## config.mk

```make
export PLATFORM = sky130hd
export DESIGN_NAME = esc_mixer_pwm
export DESIGN_NICKNAME = d
export VERILOG_FILES = /design/src/rtl/esc_mixer_pwm.sv
export SDC_FILE = /design/constraint.sdc
export NUM_CORES = 1
export LEC_CHECK = 0
export ABC_AREA = 0
export BUFFER_PORTS_ARGS = -buffer_cell sky130_fd_sc_hd__buf_4
export CAP_MARGIN = 20
export CORE_MARGIN = 2
export CORE_UTILIZATION = 67
export CTS_BUF_LIST = sky130_fd_sc_hd__clkbuf_16
export DETAILED_ROUTE_END_ITERATION = 16
export PLACE_DENSITY = 0.95
export REMOVE_ABC_BUFFERS = 1
export SYNTH_ARGS = -nofsm -noshare
export SYNTH_HDL_FRONTEND = slang
export SYNTH_SLANG_ARGS = --single-unit
```

## constraint.sdc

```tcl
create_clock -name clk_i -period 8 [get_ports clk_i]
set_clock_uncertainty 0.2 [all_clocks]
set_input_delay 0.8 -clock clk_i [delete_from_list [all_inputs] [get_ports clk_i]]
set_output_delay 0.8 -clock clk_i [all_outputs]
set_load 0.02 [all_outputs]
```

## src/rtl/esc_mixer_pwm.sv

```systemverilog
// Purpose : quad-X motor mixer (thrust/roll/pitch/yaw -> 4 clamped duties) driving 4 PWM outputs,
//           with arming interlock, command watchdog/failsafe and period-aligned duty updates.
// Latency : accept at t -> duty_next at t+1 -> applied from the next PWM period start after t+1.
// Backpressure: cmd_ready_o is high in DISARMED/ARMED, low in FAILSAFE and while reset_i is high.
//
// Ports:
//   clk_i, reset_i (sync, active-high)      arm_i          level arming request
//   cmd_valid_i / cmd_ready_o               command handshake
//   thrust_i (unsigned), roll_i/pitch_i/yaw_i (signed two's complement), IN_W bits each
//   pwm_out_o[3:0]   registered PWM, bit i = motor i
//   period_start_o   one-cycle pulse aligned with the PWM output for counter==0
//   state_o          0=DISARMED, 1=ARMED, 2=FAILSAFE
//   sat_flags_o      per-motor clamp indication (only with MIXER_SAT_FLAG_EN, else 0)
//
// Optional feature macro: MIXER_SAT_FLAG_EN (adds clamp-detect flags).

module esc_mixer_pwm #(
    parameter int IN_W       = 8,
    parameter int PWM_W      = 10,
    parameter int WDT_CYCLES = 4096
) (
    input  logic            clk_i,
    input  logic            reset_i,
    input  logic            arm_i,
    input  logic            cmd_valid_i,
    output logic            cmd_ready_o,
    input  logic [IN_W-1:0] thrust_i,
    input  logic [IN_W-1:0] roll_i,
    input  logic [IN_W-1:0] pitch_i,
    input  logic [IN_W-1:0] yaw_i,
    output logic [3:0]      pwm_out_o,
    output logic            period_start_o,
    output logic [1:0]      state_o,
    output logic [3:0]      sat_flags_o
);

    typedef enum logic [1:0] {
        ST_DISARMED = 2'd0,
        ST_ARMED    = 2'd1,
        ST_FAILSAFE = 2'd2
    } state_e;

    // Three extra bits hold T +/- three signed terms without overflow.
    localparam int MW    = IN_W + 3;
    localparam int WDT_W = $clog2(WDT_CYCLES);
    localparam logic [PWM_W-1:0]       CNT_MAX = '1;
    localparam logic signed [MW-1:0]   MIX_MAX = MW'((1 << IN_W) - 1);
    localparam logic [WDT_W-1:0]       WDT_END = WDT_W'(WDT_CYCLES - 1);

    state_e                  state_q;
    logic [PWM_W-1:0]        cnt_q;
    logic [WDT_W-1:0]        wdt_q;
    logic                    tz_seen_q;
    logic [3:0][PWM_W-1:0]   duty_next_q;
    logic [3:0][PWM_W-1:0]   duty_active_q;
    logic [3:0]              pwm_q;
    logic                    period_start_q;

    logic                    accept_d;
    logic                    wdt_expire_d;
    logic                    leave_armed_d;
    logic signed [MW-1:0]    t_x, r_x, p_x, y_x;
    logic signed [MW-1:0]    mix_d [4];
    logic [IN_W-1:0]         clamp_d [4];
    logic [3:0][PWM_W-1:0]   duty_mix_d;

    assign cmd_ready_o = !reset_i && (state_q != ST_FAILSAFE);
    assign accept_d    = cmd_valid_i && cmd_ready_o;

    // Disarm takes priority: the watchdog only expires while arm_i is still held.
    assign wdt_expire_d  = (state_q == ST_ARMED) && arm_i && !accept_d && (wdt_q == WDT_END);
    assign leave_armed_d = (state_q == ST_ARMED) && (!arm_i || wdt_expire_d);

    always_comb begin
        t_x = {3'b000, thrust_i};
        r_x = {{3{roll_i[IN_W-1]}}, roll_i};
        p_x = {{3{pitch_i[IN_W-1]}}, pitch_i};
        y_x = {{3{yaw_i[IN_W-1]}}, yaw_i};
        mix_d[0] = t_x - r_x - p_x - y_x;
        mix_d[1] = t_x - r_x + p_x + y_x;
        mix_d[2] = t_x + r_x + p_x - y_x;
        mix_d[3] = t_x + r_x - p_x + y_x;
        for (int i = 0; i < 4; i++) begin
            if (mix_d[i][MW-1]) begin
                clamp_d[i] = '0;
            end else if (mix_d[i] > MIX_MAX) begin
                clamp_d[i] = '1;
            end else begin
                clamp_d[i] = mix_d[i][IN_W-1:0];
            end
            duty_mix_d[i] = PWM_W'(clamp_d[i]) << (PWM_W - IN_W);
        end
    end

    always_ff @(posedge clk_i) begin
        if (reset_i) begin
            state_q        <= ST_DISARMED;
            cnt_q          <= '0;
            wdt_q          <= '0;
            tz_seen_q      <= 1'b0;
            duty_next_q    <= '0;
            duty_active_q  <= '0;
            pwm_q          <= '0;
            period_start_q <= 1'b0;
        end else begin
            cnt_q          <= cnt_q + PWM_W'(1);
            period_start_q <= (cnt_q == '0);
            for (int i = 0; i < 4; i++) begin
                pwm_q[i] <= (state_q == ST_ARMED) && (cnt_q < duty_active_q[i]);
            end

            // Duty only changes at the period boundary so no output glitches.
            if (cnt_q == CNT_MAX) begin
                duty_active_q <= duty_next_q;
            end
            if (accept_d) begin
                tz_seen_q <= (thrust_i == '0);
            end
            if ((state_q == ST_ARMED) && accept_d) begin
                duty_next_q <= duty_mix_d;
            end

            case (state_q)
                ST_DISARMED: begin
                    if (arm_i && tz_seen_q) begin
                        state_q <= ST_ARMED;
                        wdt_q   <= '0;
                    end
                end
                ST_ARMED: begin
                    if (!arm_i) begin
                        state_q <= ST_DISARMED;
                    end else if (accept_d) begin
                        wdt_q <= '0;
                    end else if (wdt_expire_d) begin
                        state_q <= ST_FAILSAFE;
                    end else begin
                        wdt_q <= wdt_q + WDT_W'(1);
                    end
                end
                ST_FAILSAFE: begin
                    if (!arm_i) begin
                        state_q <= ST_DISARMED;
                    end
                end
                default: state_q <= ST_DISARMED;
            endcase

            // Later assignment overrides the load/mix above.
            if (leave_armed_d) begin
                duty_next_q   <= '0;
                duty_active_q <= '0;
            end
        end
    end

`ifdef MIXER_SAT_FLAG_EN
    logic [3:0] clip_d;
    logic [3:0] sat_q;

    always_comb begin
        for (int i = 0; i < 4; i++) begin
            clip_d[i] = mix_d[i][MW-1] || (mix_d[i] > MIX_MAX);
        end
    end

    always_ff @(posedge clk_i) begin
        if (reset_i) begin
            sat_q <= '0;
        end else if (leave_armed_d) begin
            sat_q <= '0;
        end else if ((state_q == ST_ARMED) && accept_d) begin
            sat_q <= clip_d;
        end
    end

    assign sat_flags_o = sat_q;
`else
    assign sat_flags_o = '0;
`endif

    assign pwm_out_o      = pwm_q;
    assign period_start_o = period_start_q;
    assign state_o        = state_q;

endmodule

```

==> qor.txt, run 1 <==
STATUS
-----------------------------------------------------------------------------------
Outcome .............................................................. complete, but fails checks
Violations in the final reports ...................................... design-rule violations

MIN PATH
-----------------------------------------------------------------------------------
HP Start ............................................................. duty_next_q[19]
Hold crit path type .................................................. register to register

POWER AND IR DROP
-----------------------------------------------------------------------------------
Power density of the placed cells ....................................   217 nW/µm²
Max IR drop VDD ......................................................       141 µV
Leakage power of the design ..........................................      3.56 nW

CLOCKING
-----------------------------------------------------------------------------------
Worst-skew pair later-pin latency ....................................      0.35 ns
Maximum number of buffers from clock root to sink ....................            2
Post-cts sizing count ................................................            0
Postcts setup bufs ...................................................            0
Library cell used as clock root buffer ............................... sky130_fd_sc_hd__clkbuf_16
CTS tree .............................................................         done
Clk slew on worst S/H paths ..........................................      0.07 ns
Count of hold buffers inserted by post-cts repair ....................            0
CTS HTree Levels .....................................................            3
Number of CTS-inserted buffers .......................................            9
Number of sinks on the clock net .....................................           94

SETUP PATH
-----------------------------------------------------------------------------------
Family with the most delay on the worst path .........................  adder cells
Combined buffer and inverter count along the critical path ...........            1
Slowest cell on the critical path .................................... sky130_fd_sc_hd__fa_1
Max Fanout on Critical Path ..........................................            7
Worst Path Arrival ...................................................      4.97 ns
WS Path Type ......................................................... input pin to register
Cells traversed along the worst timing path .......................... buf_4 -> ha_1 -> fa_1 -> nand2b_1 -> a21oi_1 -> o21ai_0 -> a21oi_1 -> nor2_1 -> o31ai_1 -> xnor2_1 -> fa_1 -> xnor2_1 -> o21ai_0 -> nor2b_1 -> a31oi_1 -> mux2i_1 -> mux2i_2 -> o21ai_1
Largest stage delay, worst path ......................................      0.57 ns
Worst R2R Start ......................................................     wdt_q[0]
CP endpoint kind .....................................................     register
Required time worst endpoint .........................................      8.01 ns
Beginning of the critical path .......................................  thrust_i[0]
CP Launch Type .......................................................    input pin

ROUTE
-----------------------------------------------------------------------------------
Via count ............................................................         6827
Post-DR wirelength/cell ..............................................      17.1 µm
Detailed-route wire length ...........................................     19500 µm
Vias per std cell ....................................................         6.00
DR pass1 iterations ..................................................           12
Post-route DRC violation count .......................................            3
Initial DRC Count ....................................................          653
Remaining antenna violation count ....................................            0

STA
-----------------------------------------------------------------------------------
Period minus WS final ................................................      4.95 ns
Count of final max-slew check failures ...............................            0
Crit share post-route ................................................        61.9%
Setup repair after global routing missed its margin ..................        false
Smallest hold slack ..................................................     0.255 ns
Count of final setup violators .......................................            0
Max Clk Rate .........................................................    0.202 GHz
Post-route setup TNS .................................................         0 ns
Transition at the pin with the smallest max-transition slack .........     0.900 ns
Final hold viol count ................................................            0
Normalized max-slew margin ...........................................        39.9%

PLACED DESIGN
-----------------------------------------------------------------------------------
Post-placement cell count ............................................         1119
Port bufs ............................................................           43
DPL Wire Length ......................................................     14800 µm
Placer's final routability congestion estimate .......................        0.912
Instance area at placement ...........................................     8360 µm²

GRT
-----------------------------------------------------------------------------------
Overflow left after global routing ...................................            0
Global routing usage summed across all routing layers ................        30.8%
Maximum number of pins on one net before global-route repair .........           36
Number of antenna violations at the first check in global routing ....            0
Via count of the first global-routing pass ...........................         6673
Wire length of the first global-routing pass .........................     31800 µm

FLOW RUN
-----------------------------------------------------------------------------------
Maximum Capacitance Violations .......................................            0

LAYOUT
-----------------------------------------------------------------------------------
Final instance area ..................................................     8730 µm²
Count of nets after finishing ........................................         1147
Antenna cell count ...................................................            0
Fill count ...........................................................          781
Fraction of final layout cells with drive strength greater than 1 ....        10.1%
Most used cells in the layout excluding fill and tap cells ........... sky130_fd_sc_hd__nand2_1, sky130_fd_sc_hd__dfxtp_1, sky130_fd_sc_hd__inv_1
Area Growth Syn to Fin ...............................................        9.27%
Count of placed standard cells in the final layout, fillers left out .         1138
Total area of multi-input combinational cells ........................     5630 µm²
Combined flip-flop and latch cell area ...............................     1880 µm²
Leading cell type in the layout, fill and taps excluded .............. sky130_fd_sc_hd__nand2_1

YOSYS
-----------------------------------------------------------------------------------
Yosys Warn Count .....................................................            0
Library cell with the largest summed area after synthesis ............ sky130_fd_sc_hd__dfxtp_1
Number of synthesized register bits ..................................           94
Cell types occupying the most area after synthesis ................... sky130_fd_sc_hd__dfxtp_1, sky130_fd_sc_hd__ha_1, sky130_fd_sc_hd__fa_1, sky130_fd_sc_hd__nand2_1, sky130_fd_sc_hd__inv_1
Gate Count Post-Synth ................................................          956
Number of different library cells in the post-synthesis netlist ......           82
Share of the yosys chip area belonging to registers ..................        23.6%
Area fraction of the dominant cell type after synthesis ..............        23.6%
Average cell area after synthesis ....................................     8.36 µm²
Mapped cell area .....................................................     7990 µm²
Fraction of registers with async set/reset ...........................           0%
Main synth FF type ................................................... sky130_fd_sc_hd__dfxtp_1
Count of flip-flops with a built-in enable after synthesis ...........            0

FLOORPLAN
-----------------------------------------------------------------------------------
Area of the die ......................................................    12800 µm²
Rows .................................................................           39
Core area ............................................................    11500 µm²
Io pins ..............................................................           48
Die Width ............................................................       113 µm
Die height ...........................................................       113 µm
Effective utilization at floorplan ...................................        69.4%

-- area by class of cell --
class	count	area share (%)
Clock inverter	7	1.09
Tap cell	143	2.05
Clock buffer	9	2.58
Multi-Input combinational cell	747	64.5
Timing Repair Buffer	47	4.30
Sequential cell	94	21.6
Inverter	91	3.91
-- kinds of logic (layout without fill, tap and decap cells) --
logic type / Yosys count / after routing / synth area share, %
simple gates: 329 / 329 / 20.6
compound gates: 224 / 224 / 18.7
fa+ha+maj: 123 / 123 / 23.2
buf+inv: 118 / 154 / 6.14
flops: 94 / 94 / 23.6
xor+xnor: 59 / 59 / 6.47
mux: 8 / 8 / 1.30
other cells: 1 / 4 / 0.0469
-- synthesized netlist by cell type, types with 7 or more instances --
library cell,instances
sky130_fd_sc_hd__a21o_1,29
sky130_fd_sc_hd__a21oi_1,68
sky130_fd_sc_hd__a31oi_1,7
sky130_fd_sc_hd__and2_1,12
sky130_fd_sc_hd__and3_1,7
sky130_fd_sc_hd__buf_2,11
sky130_fd_sc_hd__buf_4,7
sky130_fd_sc_hd__clkbuf_1,8
sky130_fd_sc_hd__dfxtp_1,94
sky130_fd_sc_hd__fa_1,43
sky130_fd_sc_hd__ha_1,78
sky130_fd_sc_hd__inv_1,91
sky130_fd_sc_hd__nand2_1,124
sky130_fd_sc_hd__nand2b_1,24
sky130_fd_sc_hd__nand3_1,21
sky130_fd_sc_hd__nor2_1,73
sky130_fd_sc_hd__nor2b_1,16
sky130_fd_sc_hd__nor3_1,12
sky130_fd_sc_hd__nor4_1,7
sky130_fd_sc_hd__o21ai_0,24
sky130_fd_sc_hd__o21ai_1,33
sky130_fd_sc_hd__xnor2_1,30
sky130_fd_sc_hd__xor2_1,29
-- worst register-to-register path, delay by kind of cell (launching register included) --
family          cells  cell delay [ns]
compound gates      2             0.42
simple gates        4             0.82
fa+ha+maj           1             0.18
mux                 1             0.37
flops               1             0.38
-- worst paths after layout --
kind,to,slack [ns],depth (start not counted)
max,duty_next_q[36],3.05,18
min,duty_next_q[19],0.25,2
max reg2reg,duty_next_q[36],5.50,8
min reg2reg,duty_next_q[19],0.25,2
-- state kept, by name (all words and copies together) (netlist names) --
| name | cells |
|---|---|
| cnt_q | 10 |
| duty_active_q | 32 |
| duty_next_q | 32 |
| period_start_o | 1 |
| pwm_out_o | 4 |
| state_o | 2 |
| tz_seen_q | 1 |
| wdt_q | 12 |
-- where the power goes --
group	internal, W	switching (W)	total (W)
logic	0.000389	0.000577	0.000966
registers	0.000470	0.00000199	0.000472
clock network	0.000275	0.000184	0.000459
-- through the flow --
stage | setup slack, ns | utilization (%) | power (W)
6_report | 3.05 | 75.8 | 0.00190
4_1_cts | 3.10 | 75.4 | 0.00188
3_3_place_gp | 2.82 | 72.6 | 0.00139
5_1_grt | 2.77 | 75.8 | 0.00201
3_5_place_dp | 2.80 | 72.6 | 0.00142
2_1_floorplan | 3.49 | - | 0.00121
-- routing by layer --
metal  wire [µm]  track usage, %
met1        8070            37.9
met2        9870            55.3
met3         871            3.37
met4         670            12.0
met5           0               0
Power figures use the tool's default switching activity.
==> run 2, diff against run 1 <==
ABC_AREA = 1   (was 0)
CORE_UTILIZATION = 57   (was 67)
PLACE_DENSITY = 0.86   (was 0.95)
clock period = 4.06 ns   (was 8 ns; I/O delays follow)
==> run 2 against run 1 <==
Effect of this change: the flow now finishes without violations; die area grew 23%; critical endpoint is now duty_next_q[6]; synthesized area up 5.2%; synthesized cell count increased by 25%; core utilization is 8.7 points lower; non-clock buffer count up 71; first-iteration DRC count is 13% lower; flip-flop and latch count unchanged; critical path depth increased by 8; combinational power rose by 120%; worst setup slack worse by 2.8 ns.
==> qor.txt, run 2 <==
YOSYS
--------------------------------------------------------------------------------
Average cell area after synthesis .................................     7.05 µm²
Adder-cell share of the synthesized area ..........................        21.9%
Multiplexer fraction of the synthesized cell area .................           0%
Complex-gate fraction of the synthesized area .....................        12.5%
Cell types occupying the most area after synthesis ................ sky130_fd_sc_hd__dfxtp_1, sky130_fd_sc_hd__nand2_1, sky130_fd_sc_hd__ha_1, sky130_fd_sc_hd__fa_1, sky130_fd_sc_hd__inv_1
Most common cell in the netlist ................................... sky130_fd_sc_hd__nand2_1
Number of different library cells in the post-synthesis netlist ...           47
Yosys Warn Count ..................................................            0
Most instantiated cells after synthesis ........................... sky130_fd_sc_hd__nand2_1, sky130_fd_sc_hd__inv_1, sky130_fd_sc_hd__a21oi_1, sky130_fd_sc_hd__dfxtp_1, sky130_fd_sc_hd__ha_1
Largest family of logic cells by synthesized area ................. simple AND/OR/NAND/NOR gates
Mapped cell area ..................................................     8400 µm²
Main synth FF type ................................................ sky130_fd_sc_hd__dfxtp_1
Share of synthesized cell area in and, or, nand and nor gates .....        27.0%
Area fraction of the dominant cell type after synthesis ...........        22.4%
Fraction of registers with async set/reset ........................           0%
Count of flip-flops with a built-in enable after synthesis ........            0
Share of the yosys chip area belonging to registers ...............        22.4%
Library cell with the largest summed area after synthesis ......... sky130_fd_sc_hd__dfxtp_1
Xor/xnor cell area share of the yosys netlist .....................        5.32%
Number of synthesized register bits ...............................           94
Gate Count Post-Synth .............................................         1192

CLOCKING
--------------------------------------------------------------------------------
Library cell used as clock root buffer ............................ sky130_fd_sc_hd__clkbuf_16
Count of hold buffers inserted by post-cts repair .................            0
CTS HTree Levels ..................................................            3
Clk slew on worst S/H paths .......................................      0.06 ns
Number of sinks on the clock net ..................................           94
CTS tree ..........................................................         done
Maximum number of buffers from clock root to sink .................            2
Number of CTS-inserted buffers ....................................            9
Worst-skew pair later-pin latency .................................      0.35 ns

GRT
--------------------------------------------------------------------------------
Via count of the first global-routing pass ........................         7543
Wire length of the first global-routing pass ......................     34100 µm
Global routing usage summed across all routing layers .............        26.1%
Overflow left after global routing ................................            0
Maximum number of pins on one net before global-route repair ......           65
Number of antenna violations at the first check in global routing .            0

STA
--------------------------------------------------------------------------------
Period minus WS final .............................................      3.82 ns
Count of final max-slew check failures ............................            0
Normalized max-slew margin ........................................        26.6%
Max Clk Rate ......................................................    0.262 GHz
Count of final setup violators ....................................            0
Transition at the pin with the smallest max-transition slack ......      1.09 ns
Final setup slack of the worst path ...............................     0.242 ns
Smallest hold slack ...............................................     0.183 ns
Crit share post-route .............................................        94.0%
Post-route setup TNS ..............................................         0 ns
Final hold viol count .............................................            0

FLOORPLAN
--------------------------------------------------------------------------------
Core area .........................................................    14500 µm²
Die Width .........................................................       125 µm
Rows ..............................................................           44
Die height ........................................................       125 µm
Area of the die ...................................................    15700 µm²
Effective utilization at floorplan ................................        58.0%
Io pins ...........................................................           48

POWER AND IR DROP
--------------------------------------------------------------------------------
Total internal power ..............................................    0.00237 W
Leakage power of the design .......................................      4.57 nW
Combinational fraction of design power ............................        53.7%
Power density of the placed cells .................................   409 nW/µm²
Reported net switching power ......................................    0.00160 W
Switch share ......................................................        40.2%
Max IR drop VDD ...................................................       205 µV
Sequential power share ............................................        23.4%
Clock power frac ..................................................        22.9%

SETUP PATH
--------------------------------------------------------------------------------
WS Path Type ...................................................... input pin to register
Max Fanout on Critical Path .......................................            6
CP endpoint kind ..................................................     register
Required time worst endpoint ......................................      4.07 ns
Worst Path Arrival ................................................      3.83 ns
CP Launch Type ....................................................    input pin

ROUTE
--------------------------------------------------------------------------------
Via count .........................................................         7859
Detailed-route wire length ........................................     20200 µm
Post-route DRC violation count ....................................            0
Initial DRC Count .................................................          566
Post-DR wirelength/cell ...........................................      13.7 µm
DR pass1 iterations ...............................................            5
Remaining antenna violation count .................................            0
Vias per std cell .................................................         5.32

LAYOUT
--------------------------------------------------------------------------------
Final instance area ...............................................     9710 µm²
Most used cells in the layout excluding fill and tap cells ........ sky130_fd_sc_hd__nand2_1, sky130_fd_sc_hd__inv_1, sky130_fd_sc_hd__a21oi_1
Top Registers ..................................................... duty_active_q x32, duty_next_q x32, wdt_q x12
Area Growth Syn to Fin ............................................        15.6%
Final standard cell utilization of the core .......................        67.0%
Count of nets after finishing .....................................         1444
Fraction of final layout cells with drive strength greater than 1 .        13.3%
Antenna cell count ................................................            0
Leading cell type in the layout, fill and taps excluded ........... sky130_fd_sc_hd__nand2_1

PLACED DESIGN
--------------------------------------------------------------------------------
DPL Wire Length ...................................................     15900 µm
Placer's final routability congestion estimate ....................        0.913
Port bufs .........................................................           43
Setup WS pre-CTS ..................................................    -0.146 ns
Instance area at placement ........................................     9290 µm²

MIN PATH
--------------------------------------------------------------------------------
Hold crit path type ............................................... input pin to register

FLOW RUN
--------------------------------------------------------------------------------
Maximum Capacitance Violations ....................................            0

STATUS
--------------------------------------------------------------------------------
Outcome ...........................................................    completed

[run 2: changes by cell type after synthesis, sizes merged, moves of 30 or more]
cell / previous run / this run
a21o: 30 / 0
o21ai: 58 / 26
inv: 91 / 186
nand4: 2 / 41
nand2: 125 / 326
a21oi: 70 / 133
nand3: 21 / 59
[run 2: final timing paths]
kind         depth (start not counted)                 to         from  slack (ns)
min reg2reg                          1           cnt_q[0]     cnt_q[0]        0.25
min                                  3         state_o[1]        arm_i        0.18
max                                 26     duty_next_q[6]  thrust_i[3]        0.24
max reg2reg                          6  duty_active_q[37]   state_o[0]        1.43
[run 2: repair_timing]
item,4_1_cts,5_1_grt
setup endpoints to repair,0,31
endpoints found under the hold margin,0,0
resized for setup,0,20
setup buffers,0,4
[run 2: critical path, cell delays in order]
cell and delay [ns]:
sky130_fd_sc_hd__buf_4 0.12, sky130_fd_sc_hd__ha_1 0.35, sky130_fd_sc_hd__a21oi_1 0.22, sky130_fd_sc_hd__o21ai_2 0.09, sky130_fd_sc_hd__nand2_1 0.07, sky130_fd_sc_hd__nand2_1 0.06
sky130_fd_sc_hd__a21oi_1 0.16, sky130_fd_sc_hd__o21ai_0 0.09, sky130_fd_sc_hd__nand2_1 0.07, sky130_fd_sc_hd__nand2_1 0.08, sky130_fd_sc_hd__xor2_2 0.20, sky130_fd_sc_hd__fa_1 0.58
sky130_fd_sc_hd__inv_1 0.08, sky130_fd_sc_hd__ha_1 0.30, sky130_fd_sc_hd__nand2_1 0.07, sky130_fd_sc_hd__nand3b_1 0.15, sky130_fd_sc_hd__nand2_1 0.06, sky130_fd_sc_hd__inv_1 0.05
sky130_fd_sc_hd__nand2_1 0.06, sky130_fd_sc_hd__nand2_1 0.04, sky130_fd_sc_hd__nand2_1 0.08, sky130_fd_sc_hd__nand2_1 0.09, sky130_fd_sc_hd__nand2_2 0.13, sky130_fd_sc_hd__nand2_1 0.07
sky130_fd_sc_hd__nand2_1 0.09, sky130_fd_sc_hd__a21oi_2 0.06
[run 2: power groups by stage]
| stage | logic (W) | registers, W | clock network [W] |
|---|---|---|---|
| after global routing | 0.00241 | 0.000927 | 0.000945 |
| after global placement | 0.00202 | 0.000948 | 0 |
| after CTS | 0.00207 | 0.000928 | 0.000913 |
| final | 0.00213 | 0.000927 | 0.000908 |
| after detailed placement | 0.00206 | 0.000949 | 0 |
| after floorplan | 0.00138 | 0.000949 | 0 |
[run 2: cell families (layout without fill, tap and decap cells)]
group,count (synthesis),after routing
other cells,1,4
flops,94,94
xor+xnor,51,51
simple gates,519,519
buf+inv,224,321
fa+ha+maj,121,121
compound gates,182,182
[run 2: final cells by class]
| cell class | instances | area [µm²] |
|---|---|---|
| multi-input cells | 877 | 5690 |
| clock inverters | 7 | 95.1 |
| flip-flops and latches | 94 | 1880 |
| clock buffers | 9 | 225 |
| repair buffers | 118 | 886 |
| fillers | 1212 | 4770 |
| well taps | 184 | 230 |
| inverters | 187 | 703 |
[run 2: layer usage]
| layer | global-route usage [%] | up-vias | wire (µm) |
|---|---|---|---|
| met4 | 11.0 | 0 | 597 |
| met1 | 31.3 | 3607 | 8450 |
| li1 | - | 4004 | - |
| met3 | 2.48 | 43 | 625 |
| met5 | 0 | - | 0 |
| met2 | 47.7 | 205 | 10500 |
[run 2: stage by stage]
stage                     power, W  cells
after floorplan            0.00233   1158
after global placement     0.00297   1456
after global routing       0.00428   1476
after detailed placement   0.00301   1456
after CTS                  0.00391   1472
final                      0.00397   1476
==> run 3, diff against run 2 <==
BUFFER_PORTS_ARGS = not set   (was -buffer_cell sky130_fd_sc_hd__buf_4)
CORE_UTILIZATION = 59   (was 57)
DONT_BUFFER_PORTS = 1   (was not set)
HOLD_SLACK_MARGIN = 0.15   (was not set)
==> run 3 against run 2 <==
Effect of this change: sequential power about the same; fmax is 1.8% higher; clock-buffer cell count unchanged; largest cell class unchanged; design area is 7.0% lower; flip-flop and latch count unchanged; first-iteration DRC count shrank 17%; worst setup slack gained 0.066 ns; routed wire length down 3.6%; via count fell by 3.4%.
==> qor.txt, run 3 (synthesized netlist as in run 2, its figures left out) <==
STATUS
-----------------------------------------------------------------------------------
Outcome ..............................................................    completed

PLACED DESIGN
-----------------------------------------------------------------------------------
Port bufs ............................................................            0
Placer's final routability congestion estimate .......................        0.995
DPL Wire Length ......................................................     15400 µm
Post-placement cell count ............................................         1370
Setup WS pre-CTS .....................................................   -0.0673 ns

POWER AND IR DROP
-----------------------------------------------------------------------------------
Power density of the placed cells ....................................   397 nW/µm²
Sum of internal, switching and leakage power .........................    0.00358 W
Max IR drop VDD ......................................................       182 µV
Leakage power of the design ..........................................      4.16 nW

FLOORPLAN
-----------------------------------------------------------------------------------
Die height ...........................................................       123 µm
Area of the die ......................................................    15200 µm²
Die Width ............................................................       123 µm
Effective utilization at floorplan ...................................        60.5%
Io pins ..............................................................           48
Core area ............................................................    13900 µm²
Rows .................................................................           43

CLOCKING
-----------------------------------------------------------------------------------
Number of sinks on the clock net .....................................           94
Maximum number of buffers from clock root to sink ....................            2
Library cell used as clock root buffer ............................... sky130_fd_sc_hd__clkbuf_16
Worst-skew pair later-pin latency ....................................      0.35 ns
Postcts setup bufs ...................................................            0
Clk slew on worst S/H paths ..........................................      0.07 ns
CTS HTree Levels .....................................................            3
Number of CTS-inserted buffers .......................................            9
CTS tree .............................................................         done

SETUP PATH
-----------------------------------------------------------------------------------
WS Path Type ......................................................... input pin to register
Worst Path Arrival ...................................................      3.83 ns
Max Fanout on Critical Path ..........................................            8
CP Launch Type .......................................................    input pin
Required time worst endpoint .........................................      4.14 ns
CP endpoint kind .....................................................     register
Internal reg-to-reg setup slack ......................................      1.13 ns

ROUTE
-----------------------------------------------------------------------------------
DR pass1 iterations ..................................................            6
Via count ............................................................         7588
Post-DR wirelength/cell ..............................................      14.0 µm
Post-route DRC violation count .......................................            0
Remaining antenna violation count ....................................            0
Vias per std cell ....................................................         5.46
Initial DRC Count ....................................................          470
Detailed-route wire length ...........................................     19500 µm

LAYOUT
-----------------------------------------------------------------------------------
Fraction of final layout cells with drive strength greater than 1 ....        6.28%
Count of nets after finishing ........................................         1363
Combined flip-flop and latch cell area ...............................     1880 µm²
Fill count ...........................................................         1210
Most used cells in the layout excluding fill and tap cells ........... sky130_fd_sc_hd__nand2_1, sky130_fd_sc_hd__inv_1, sky130_fd_sc_hd__a21oi_1
Final standard cell utilization of the core ..........................        65.0%
Total area of multi-input combinational cells ........................     5640 µm²
Top Registers ........................................................ duty_active_q x32, duty_next_q x32, wdt_q x12
Area Growth Syn to Fin ...............................................        7.42%
Count of placed standard cells in the final layout, fillers left out .         1391
Antenna cell count ...................................................            0
Leading cell type in the layout, fill and taps excluded .............. sky130_fd_sc_hd__nand2_1

GRT
-----------------------------------------------------------------------------------
Via count of the first global-routing pass ...........................         7120
Global routing usage summed across all routing layers ................        26.6%
Overflow left after global routing ...................................            0
Wire length of the first global-routing pass .........................     32400 µm
Maximum number of pins on one net before global-route repair .........           65
Number of antenna violations at the first check in global routing ....            0

FLOW RUN
-----------------------------------------------------------------------------------
Maximum Capacitance Violations .......................................            0

STA
-----------------------------------------------------------------------------------
Crit share post-route ................................................        92.4%
Count of final setup violators .......................................            0
Normalized max-slew margin ...........................................        47.3%
Final setup slack of the worst path ..................................     0.308 ns
Transition at the pin with the smallest max-transition slack .........     0.783 ns
Period minus WS final ................................................      3.75 ns
Final hold viol count ................................................            0
Max Clk Rate .........................................................    0.267 GHz
Setup repair after global routing missed its margin ..................        false
Count of final max-slew check failures ...............................            0
Post-route setup TNS .................................................         0 ns

MIN PATH
-----------------------------------------------------------------------------------
Hold crit path type .................................................. input pin to register

-- run 3: changes by cell type in the layout (fill, tap and decap cells not counted), sizes merged --
cell         delta
bufinv          -2
dlygate4sd3     +5
clkinv          -1
inv             +2
buf            -86
clkinvlp        +1
-- run 3: through the flow --
stage                     instance area, µm²  hold WS [ns]
final                                   9020         0.174
after global routing                    9020         0.185
after CTS                               9000         0.173
after detailed placement                8670         0.253
after global placement                  8670         0.228
after floorplan                         8200         0.215
-- run 3: final timing paths --
check / cells past startpoint / to / from
max: 24 / duty_next_q[12] / roll_i[2]
min: 4 / state_o[1] / arm_i
max reg2reg: 9 / duty_active_q[22] / cnt_q[3]
min reg2reg: 2 / duty_active_q[34] / duty_active_q[34]
-- run 3: worst max-delay path, stage by stage --
cell                       delay (ns)
sky130_fd_sc_hd__inv_1           0.02
sky130_fd_sc_hd__ha_1            0.29
sky130_fd_sc_hd__a21oi_1         0.19
sky130_fd_sc_hd__nand2_1         0.11
sky130_fd_sc_hd__nand2_1         0.07
sky130_fd_sc_hd__nand2_1         0.05
sky130_fd_sc_hd__nand2_1         0.07
sky130_fd_sc_hd__a21oi_1         0.06
sky130_fd_sc_hd__o21ai_0         0.15
sky130_fd_sc_hd__nand2_1         0.08
sky130_fd_sc_hd__xor2_1          0.14
sky130_fd_sc_hd__buf_4           0.15
sky130_fd_sc_hd__fa_1            0.47
sky130_fd_sc_hd__inv_1           0.05
sky130_fd_sc_hd__ha_1            0.36
sky130_fd_sc_hd__nand2_1         0.09
sky130_fd_sc_hd__nand2_1         0.09
sky130_fd_sc_hd__inv_1           0.08
sky130_fd_sc_hd__nor2_1          0.04
sky130_fd_sc_hd__nor2_1          0.16
sky130_fd_sc_hd__nand3b_1        0.17
sky130_fd_sc_hd__a21oi_4         0.25
sky130_fd_sc_hd__o21ai_0         0.14
sky130_fd_sc_hd__a21oi_1         0.14
-- run 3: report_power, final --
group / internal (W) / switching (W)
Sequential: 0.000925 / 0.00000353
Clock: 0.000424 / 0.000382
Combinational: 0.000702 / 0.00114
-- run 3: layer usage --
metal / up-vias / GRT usage [%] / part of all wire [%]
met4: 0 / 10.5 / 3.2
met5: - / 0 / 0
met2: 189 / 47.1 / 50
li1: 3844 / - / -
met1: 3502 / 32.1 / 42
met3: 53 / 4.24 / 4.7
-- run 3: layout make-up --
class	instances	area share [%]
Multi-Input combinational cell	877	62.5
Sequential cell	94	20.9
Inverter	187	7.79
Timing Repair Buffer	37	3.22
Clock buffer	9	2.50
Tap cell	180	2.50
Clock inverter	7	0.610
-- run 3: repair_timing --
action	CTS	global route
hold endpoints to repair	19	0
resized for setup	0	6
hold buffers	5	0
setup endpoints to repair	0	16
